--- src/rtl/pe_seq_ctrl.sv ---
// pe_seq_ctrl: sequences clear, RAM load and operand streaming for one MAC PE.
// Control outputs are registered from next-state; PE data is gated straight from the source read port.
module pe_seq_ctrl #(
    parameter int SIZE       = 8,
    parameter int L_RAM_SIZE = 3,
    parameter int TIMEOUT    = 255
) (
    input  logic                  aclk,
    input  logic                  areset,
    input  logic                  start,
    output logic                  busy,
    output logic                  done,
    output logic                  err,
    output logic [SIZE-1:0]       result,
    output logic                  mem_rd,
    output logic [L_RAM_SIZE-1:0] mem_addr,
    input  logic [SIZE-1:0]       mem_din_q,
    input  logic [SIZE-1:0]       mem_ain_q,
    output logic                  pe_aresetn,
    output logic                  pe_we,
    output logic [L_RAM_SIZE-1:0] pe_addr,
    output logic [SIZE-1:0]       pe_din,
    output logic                  pe_valid,
    output logic [SIZE-1:0]       pe_ain,
    input  logic                  pe_dvalid,
    input  logic [SIZE-1:0]       pe_dout
);
    localparam int N = 2 ** L_RAM_SIZE;
    localparam logic [L_RAM_SIZE:0]   J_END  = (L_RAM_SIZE + 1)'(N);
    localparam logic [L_RAM_SIZE-1:0] K_LAST = L_RAM_SIZE'(N - 1);
    localparam logic [7:0]            T_LAST = 8'(TIMEOUT - 1);

    typedef enum logic [2:0] {IDLE, CLR, LOAD, FETCH, ISSUE, WAIT, DONE} state_t;

    state_t                state_q, state_d;
    logic [L_RAM_SIZE:0]   j_q, j_d;
    logic [L_RAM_SIZE-1:0] k_q, k_d;
    logic [7:0]            tmo_q, tmo_d;
    logic                  err_q, err_d;
    logic [SIZE-1:0]       result_q, result_d;
    logic                  busy_q, done_q, mem_rd_q, pe_aresetn_q, pe_we_q, pe_valid_q;
    logic [L_RAM_SIZE-1:0] mem_addr_q, pe_addr_q;

    always_comb begin
        state_d  = state_q;
        j_d      = j_q;
        k_d      = k_q;
        tmo_d    = tmo_q;
        err_d    = err_q | (pe_dvalid && state_q != WAIT);
        result_d = result_q;
        case (state_q)
            IDLE: if (start) begin
                state_d = CLR;
                err_d   = 1'b0;
                j_d     = '0;
                k_d     = '0;
            end
            CLR:   state_d = LOAD;
            LOAD:  if (j_q == J_END) state_d = FETCH;
                   else j_d = j_q + (L_RAM_SIZE + 1)'(1);
            FETCH: state_d = ISSUE;
            ISSUE: begin
                state_d = WAIT;
                tmo_d   = '0;
            end
            WAIT: if (pe_dvalid) begin
                if (k_q == K_LAST) begin
                    state_d  = DONE;
                    result_d = pe_dout;
                end else begin
                    state_d = FETCH;
                    k_d     = k_q + L_RAM_SIZE'(1);
                end
            end else if (tmo_q == T_LAST) begin
                state_d = DONE;
                err_d   = 1'b1;
            end else begin
                tmo_d = tmo_q + 8'd1;
            end
            DONE:    state_d = IDLE;
            default: state_d = IDLE;
        endcase
    end

    // Outputs are computed from the next state so each one lines up with the state's own cycle.
    always_ff @(posedge aclk) begin
        if (areset) begin
            state_q      <= IDLE;
            j_q          <= '0;
            k_q          <= '0;
            tmo_q        <= '0;
            err_q        <= 1'b0;
            result_q     <= '0;
            busy_q       <= 1'b0;
            done_q       <= 1'b0;
            mem_rd_q     <= 1'b0;
            mem_addr_q   <= '0;
            pe_aresetn_q <= 1'b0;
            pe_we_q      <= 1'b0;
            pe_addr_q    <= '0;
            pe_valid_q   <= 1'b0;
        end else begin
            state_q      <= state_d;
            j_q          <= j_d;
            k_q          <= k_d;
            tmo_q        <= tmo_d;
            err_q        <= err_d;
            result_q     <= result_d;
            busy_q       <= state_d != IDLE;
            done_q       <= state_d == DONE;
            mem_rd_q     <= (state_d == LOAD && j_d != J_END) || state_d == FETCH;
            mem_addr_q   <= state_d == LOAD ? j_d[L_RAM_SIZE-1:0] : state_d == FETCH ? k_d : '0;
            pe_aresetn_q <= state_d != CLR;
            pe_we_q      <= state_d == LOAD && j_d != '0;
            pe_addr_q    <= state_d == LOAD ? j_d[L_RAM_SIZE-1:0] - L_RAM_SIZE'(1) :
                            state_d == ISSUE ? k_d : '0;
            pe_valid_q   <= state_d == ISSUE;
        end
    end

    assign busy       = busy_q;
    assign done       = done_q;
    assign err        = err_q;
    assign result     = result_q;
    assign mem_rd     = mem_rd_q;
    assign mem_addr   = mem_addr_q;
    assign pe_aresetn = pe_aresetn_q;
    assign pe_we      = pe_we_q;
    assign pe_addr    = pe_addr_q;
    assign pe_valid   = pe_valid_q;
    assign pe_din     = pe_we_q ? mem_din_q : '0;
    assign pe_ain     = pe_valid_q ? mem_ain_q : '0;
endmodule
--- config.mk ---
export PLATFORM = sky130hd
export DESIGN_NAME = pe_seq_ctrl
export DESIGN_NICKNAME = d
export VERILOG_FILES = /design/src/rtl/pe_seq_ctrl.sv
export SDC_FILE = /design/constraint.sdc
export NUM_CORES = 1
export LEC_CHECK = 0
export ABC_AREA = 1
export BUFFER_PORTS_ARGS = -buffer_cell sky130_fd_sc_hd__buf_2
export CAP_MARGIN = 0
export CORE_ASPECT_RATIO = 0.7
export CORE_MARGIN = 4
export CORE_UTILIZATION = 45
export DETAILED_ROUTE_END_ITERATION = 16
export PLACE_DENSITY = 0.74
export SYNTH_ARGS = -nofsm -noshare
export SYNTH_HDL_FRONTEND = slang
export SYNTH_SLANG_ARGS = --single-unit
export TNS_END_PERCENT = 20
--- constraint.sdc ---
create_clock -name aclk -period 1.55 [get_ports aclk]
set_input_delay 0.155 -clock aclk [delete_from_list [all_inputs] [get_ports aclk]]
set_output_delay 0.155 -clock aclk [all_outputs]
set_load 0.02 [all_outputs]
==> impl_metrics.yaml, run 1 <==
status:
  outcome: "finished, violations left"
  violations: "negative setup slack"
die:
  start_util_pct: 46.4
  dieHeight_microns: 63.9
  die_area_sq_um: 5620
  core_sq_um: 4330
  num_rows: 20
  die_x_microns: 87.9
  num_io_pins: 65
grt:
  track_usage_pct: 19.0
  antenna_found_initial: 0
  grt_pass1_wl_microns: 8470
  grt_max_degree: 21
  grt-ovfl-total: 0
  grt_pass1_vias: 1928
placed_design:
  port_buffers: 64
  gp_congestion: 0.904
  dp_slack_ns: -0.0974
  place_inst: 435
  post-dp-hpwl_microns: 4070
cts:
  cts_tree: "yes"
  clk_pin_slew_ns: 0.08
  cts_buffers: 5
  cts.sinks: 39
  clock_path_buffers: 2
  h-tree-depth: 2
  clkLatencyLatePin_ns: 0.29
  cts-root-buf: "clkbuf_8"
synth:
  ys.flop_type: "dfxtp_1"
  avgSynthCellArea_sq_um: 6.91
  netlist_area_sq_um: 2010
  ys_ff_latch: 39
  synth_async_sr_flop_share_pct: 0
  synth_cells: 291
  yosysWarnings: 0
  ys_types: 30
  synth_nets: 325
  seq_area_frac_synth_pct: 38.8
  synth-edff-count: 0
power_and_ir_drop:
  power_leakage_nw: 1.59
  peakVddDrop_mv: 0.432
  power.density_nw_per_um2: 766
  power_mw: 2.20
final_layout:
  final-seq-area_sq_um: 787
  num-nets-final: 425
  final_cell_mix: "nand2_1 (77), buf_2 (64), nor2_1 (35), dfxtp_1 (34), inv_1 (33)"
  diodes: 0
  drive_gt1_share_pct: 41.6
  nFillCells: 371
  synthToLayoutAreaGrowth_pct: 42.9
  final_cells: 447
  multi_input_area_sq_um: 1150
  layout_commonest_cell: "nand2_1"
worst_setup_path:
  required_ns: 1.74
  path_max_fanout: 2
  path_class: "reg -> reg"
  critPathArrivalTime_ns: 1.78
  cpPeakStageDelay_ns: 0.33
  startpoint_type: "register"
  cp_cell_sequence: "inv_2 -> ha_4 -> nand3_4 -> or2_4 -> nand2_2 -> o21ai_2 -> ha_4 -> inv_2 -> nor2_4 -> inv_2 -> nand2_1 -> nand2_1 -> nand2_1"
  slowest_stage: "dfxtp_2"
  endpoint_kind: "register"
timing:
  tightest_slew_ns: 0.359
  finClkSkew_ns: 0.00237
  maxSlewHeadroom_pct: 76.1
  hold_slack_ns: 0.111
  max_freq_mhz: 632
  setup_ws_ns: -0.0320
  rsz0062_at_grt: "true"
  min_period_ns: 1.58
  min_period_over_period_pct: 102
  finalHoldViolCount: 0
  fin_tns_setup_ns: -0.0503
  finalMaxSlewViolations: 0
  finalSetupViolCount: 2
worst_hold_path:
  holdCritPathClass: "in -> reg"
routing:
  vias: 2150
  dr.pass1.iters: 5
  drt_wl_total_microns: 5330
  wire_per_inst_microns: 11.9
  drt_iter0_drc: 119
  drtAntennaViolNets: 0
  via_per_inst: 4.81
  drc: 0
run:
  max_cap_violations: 0
## cell type report
class / count / area share (%)
clock inverter: 1 / 0.261
clock buffer: 7 / 3.35
sequential: 39 / 27.4
tap: 55 / 2.39
multi-input combinational: 200 / 40.1
inverter: 47 / 6.23
timing repair buffer: 98 / 20.3
## cell usage after synthesis (2+ instances only)
cell type  number  area, sq um
dfxtp_1        39          781
a21oi_4         2         32.5
xnor2_1         2         17.5
nor3_1          4         20.0
nor2_4          2         22.5
a21oi_1        16         80.1
nand3_2         4         40.0
xor2_1          4         35.0
inv_2           6         22.5
ha_1            6         75.1
nor2_1         39          146
nor2_2          4         25.0
nand2_1        82          308
o21ai_0        11         55.1
nand3_1         8         40.0
inv_1          41          154
a31oi_1         2         12.5
clkbuf_1        5         18.8
nand2_2         3         18.8
## cells by family after synthesis
group | count (synthesis) | synth area share [%]
flip-flops | 39 | 38.8
AO/OA/AOI/OAI | 36 | 10.8
AND/OR/NAND/NOR | 152 | 34.4
buffers and inverters | 52 | 9.71
adder cells (fa/ha/maj) | 6 | 3.73
XOR/XNOR | 6 | 2.61
## worst max-delay path: cells and delay by family (launching register included)
family	cells	cell delay, ns
simple gates	7	0.57
flops	1	0.33
fa+ha+maj	2	0.30
buf+inv	3	0.21
compound gates	1	0.08
## through the flow
stage,util (%),area [sq um]
2_1_floorplan,-,2020
3_3_place_gp,60.5,2620
3_5_place_dp,60.5,2620
4_1_cts,63.7,2760
5_1_grt,66.4,2870
6_report,66.4,2870
## final timing paths
path	start	to	slack, ns	cells after the start
setup / recovery	j_q[0]	pe_addr[2]	-0.03	13
hold / removal	pe_dout[7]	result[7]	0.11	3
setup reg to reg	j_q[0]	pe_addr[2]	-0.03	13
hold reg to reg	result[6]	result[6]	0.48	2
## layer usage
| layer | share of wire, % | global-route usage (%) |
|---|---|---|
| met1 | 45 | 26.9 |
| met2 | 45 | 28.9 |
| met4 | 0.51 | 4.02 |
| met3 | 9.2 | 5.03 |
| met5 | 0 | 0 |
## power by group
part | switching [mW] | leakage, nW | internal [mW]
registers | 0.0132 | 0.318 | 1.03
logic | 0.228 | 1.22 | 0.165
clock network | 0.363 | 0.0505 | 0.405
total | 0.604 | 1.59 | 1.60
## what timing repair did
item	CTS	global route
resized for setup	7	30
pin swaps	7	19
endpoints found under the setup margin	7	27
setup buffers	2	2
gates cloned	0	0
hold buffers	0	0
## flip-flops by register name (all words and copies together) (netlist names), 3 cells and up
register and cells:
j_q 4, pe_addr 3, mem_addr 3, k_q 3, state_q 3, result 8, tmo_q 8
Note: power is estimated with default switching activity, not from simulation.
==> inputs of run 2 (changes only) <==
==> constraint.sdc (replaced) <==
create_clock -name aclk -period 1.55 [get_ports aclk]
set_input_delay 0.0775 -clock aclk [delete_from_list [all_inputs] [get_ports aclk]]
set_output_delay 0.0775 -clock aclk [all_outputs]
set_load 0.02 [all_outputs]
==> run 2 against run 1 <==
Effect of this change: the flow still finishes with violations (negative setup slack); sequential share of layout area shrank 0.35 points; first-iteration DRC count is the same; critical path depth shrank 1; wire length grew 6.2%; sequential power is essentially flat; combinational power grew 7.4%.
==> impl_metrics.yaml, run 2 (same netlist as run 1, synthesis figures left out) <==
final_layout:
  layout_commonest_cell: "nand2_1"
  diodes: 0
  final_cell_mix: "nand2_1 (74), buf_2 (64), buf_4 (41), dfxtp_1 (34)"
  synthToLayoutAreaGrowth_pct: 45.2
  drive_gt1_share_pct: 44.0
  num-nets-final: 433
  nFillCells: 374
  design_area_sq_um: 2920
cts:
  h-tree-depth: 2
  cts_buffers: 5
  clkLatencyLatePin_ns: 0.29
  clock_path_buffers: 2
  cts-root-buf: "clkbuf_8"
  postCtsHoldBufs: 0
  clk_pin_slew_ns: 0.07
  cts.sinks: 39
  cts_tree: "yes"
power_and_ir_drop:
  power_leakage_nw: 1.60
  power.density_nw_per_um2: 728
  peakVddDrop_mv: 0.625
  power_mw: 2.13
grt:
  grt-ovfl-total: 0
  antenna_found_initial: 0
  grt_pass1_wl_microns: 8860
  track_usage_pct: 19.9
  grt_max_degree: 21
  grt_pass1_vias: 1987
die:
  die_area_sq_um: 5620
  num_io_pins: 65
  dieHeight_microns: 63.9
  start_util_pct: 46.4
  num_rows: 20
  core_sq_um: 4330
  die_x_microns: 87.9
timing:
  finalMaxSlewViolations: 0
  rsz0062_at_grt: "true"
  finalSetupViolCount: 4
  max_freq_mhz: 613
  min_period_ns: 1.63
  maxSlewHeadroom_pct: 75.2
  min_period_over_period_pct: 105
  setup_ws_ns: -0.0804
  hold_slack_ns: 0.0393
  tightest_slew_ns: 0.371
  finClkSkew_ns: 0.00610
  finalHoldViolCount: 0
placed_design:
  place_area_sq_um: 2610
  post-dp-hpwl_microns: 4080
  port_buffers: 64
  gp_congestion: 0.899
status:
  violations: "negative setup slack"
  outcome: "finished, violations left"
worst_setup_path:
  critPathArrivalTime_ns: 1.84
  rr_endpoint: "pe_we"
  r2r-start: "j_q[0]"
  required_ns: 1.76
  path_max_fanout: 2
  endpoint_kind: "register"
  startpoint_type: "register"
  path_class: "reg -> reg"
  r2r_cells: 12
  r2r_slack_ns: -0.08
run:
  max_cap_violations: 0
worst_hold_path:
  min_to: "result[7]"
  holdCritPathClass: "in -> reg"
  hp-start: "pe_dout[7]"
  holdPathStages: 3
routing:
  drc: 0
  dr.pass1.iters: 4
  wire_per_inst_microns: 12.4
  drtAntennaViolNets: 0
  vias: 2198
  via_per_inst: 4.83
  drt_wl_total_microns: 5660
  drt_iter0_drc: 119
==> run 2: cell count changes in the layout (fill, tap and decap cells not counted), sizes merged <==
cell      before  now
clkinv         0    1
buf           98  106
clkinvlp       1    0
==> run 2: where the power goes <==
part	internal [mW]	leakage, nW	total (mW)	switching, mW
clock network	0.316	0.0422	0.662	0.347
registers	1.03	0.319	1.04	0.0138
logic	0.175	1.23	0.422	0.247
total	1.52	1.60	2.13	0.607
==> run 2: layout make-up <==
cell class | instances | area (sq um) | share of cell area, %
repair buffers | 106 | 639 | 21.9
inverters | 47 | 179 | 6.13
well taps | 55 | 68.8 | 2.36
flip-flops and latches | 39 | 790 | 27.0
multi-input cells | 200 | 1160 | 39.8
clock inverters | 1 | 5.00 | 0.171
clock buffers | 7 | 76.3 | 2.61
==> run 2: through the flow <==
step,setup slack (ns),util (%),TNS [ns],std cells
3_3_place_gp,-0.0512,60.3,-0.0512,434
2_1_floorplan,0.000383,-,0,291
4_1_cts,-0.0183,64.1,-0.0236,448
5_1_grt,-0.133,67.5,-0.775,455
3_5_place_dp,-0.119,60.3,-0.140,434
6_report,-0.0804,67.5,-0.260,455
==> run 2: critical path, stage by stage, from the launching register on <==
cell,delay [ns]
dfxtp_2,0.33
inv_2,0.07
ha_4,0.15
nand3_4,0.07
or2_4,0.26
nand2_2,0.07
o21ai_2,0.06
ha_2,0.17
inv_2,0.08
nor2_4,0.04
inv_2,0.07
nor2_2,0.04
nor3_2,0.14
==> run 2: worst max path at each step <==
stage          startpoint    endpoint  cells after the start
6_report           j_q[0]       pe_we                     12
5_1_grt            j_q[0]       pe_we                     12
4_1_cts            j_q[1]       pe_we                     12
3_5_place_dp       j_q[1]       pe_we                     12
3_3_place_gp   state_q[0]       pe_we                     11
2_1_floorplan      j_q[0]  pe_addr[2]                     13
==> run 2: metal layers <==
metal	global-route usage [%]	vias to the layer above	part of all wire, %
met3	6.31	5	9.3
met5	0	-	0
met1	27.4	1001	45
met2	30.6	83	45
met4	3.64	0	0.60
li1	-	1109	-
==> run 2: what timing repair did <==
item	in CTS	in global routing
hold endpoints to repair	0	0
setup endpoints to repair	3	26
buffers inserted	6	7
pin swaps	5	14
gates resized for setup	12	30
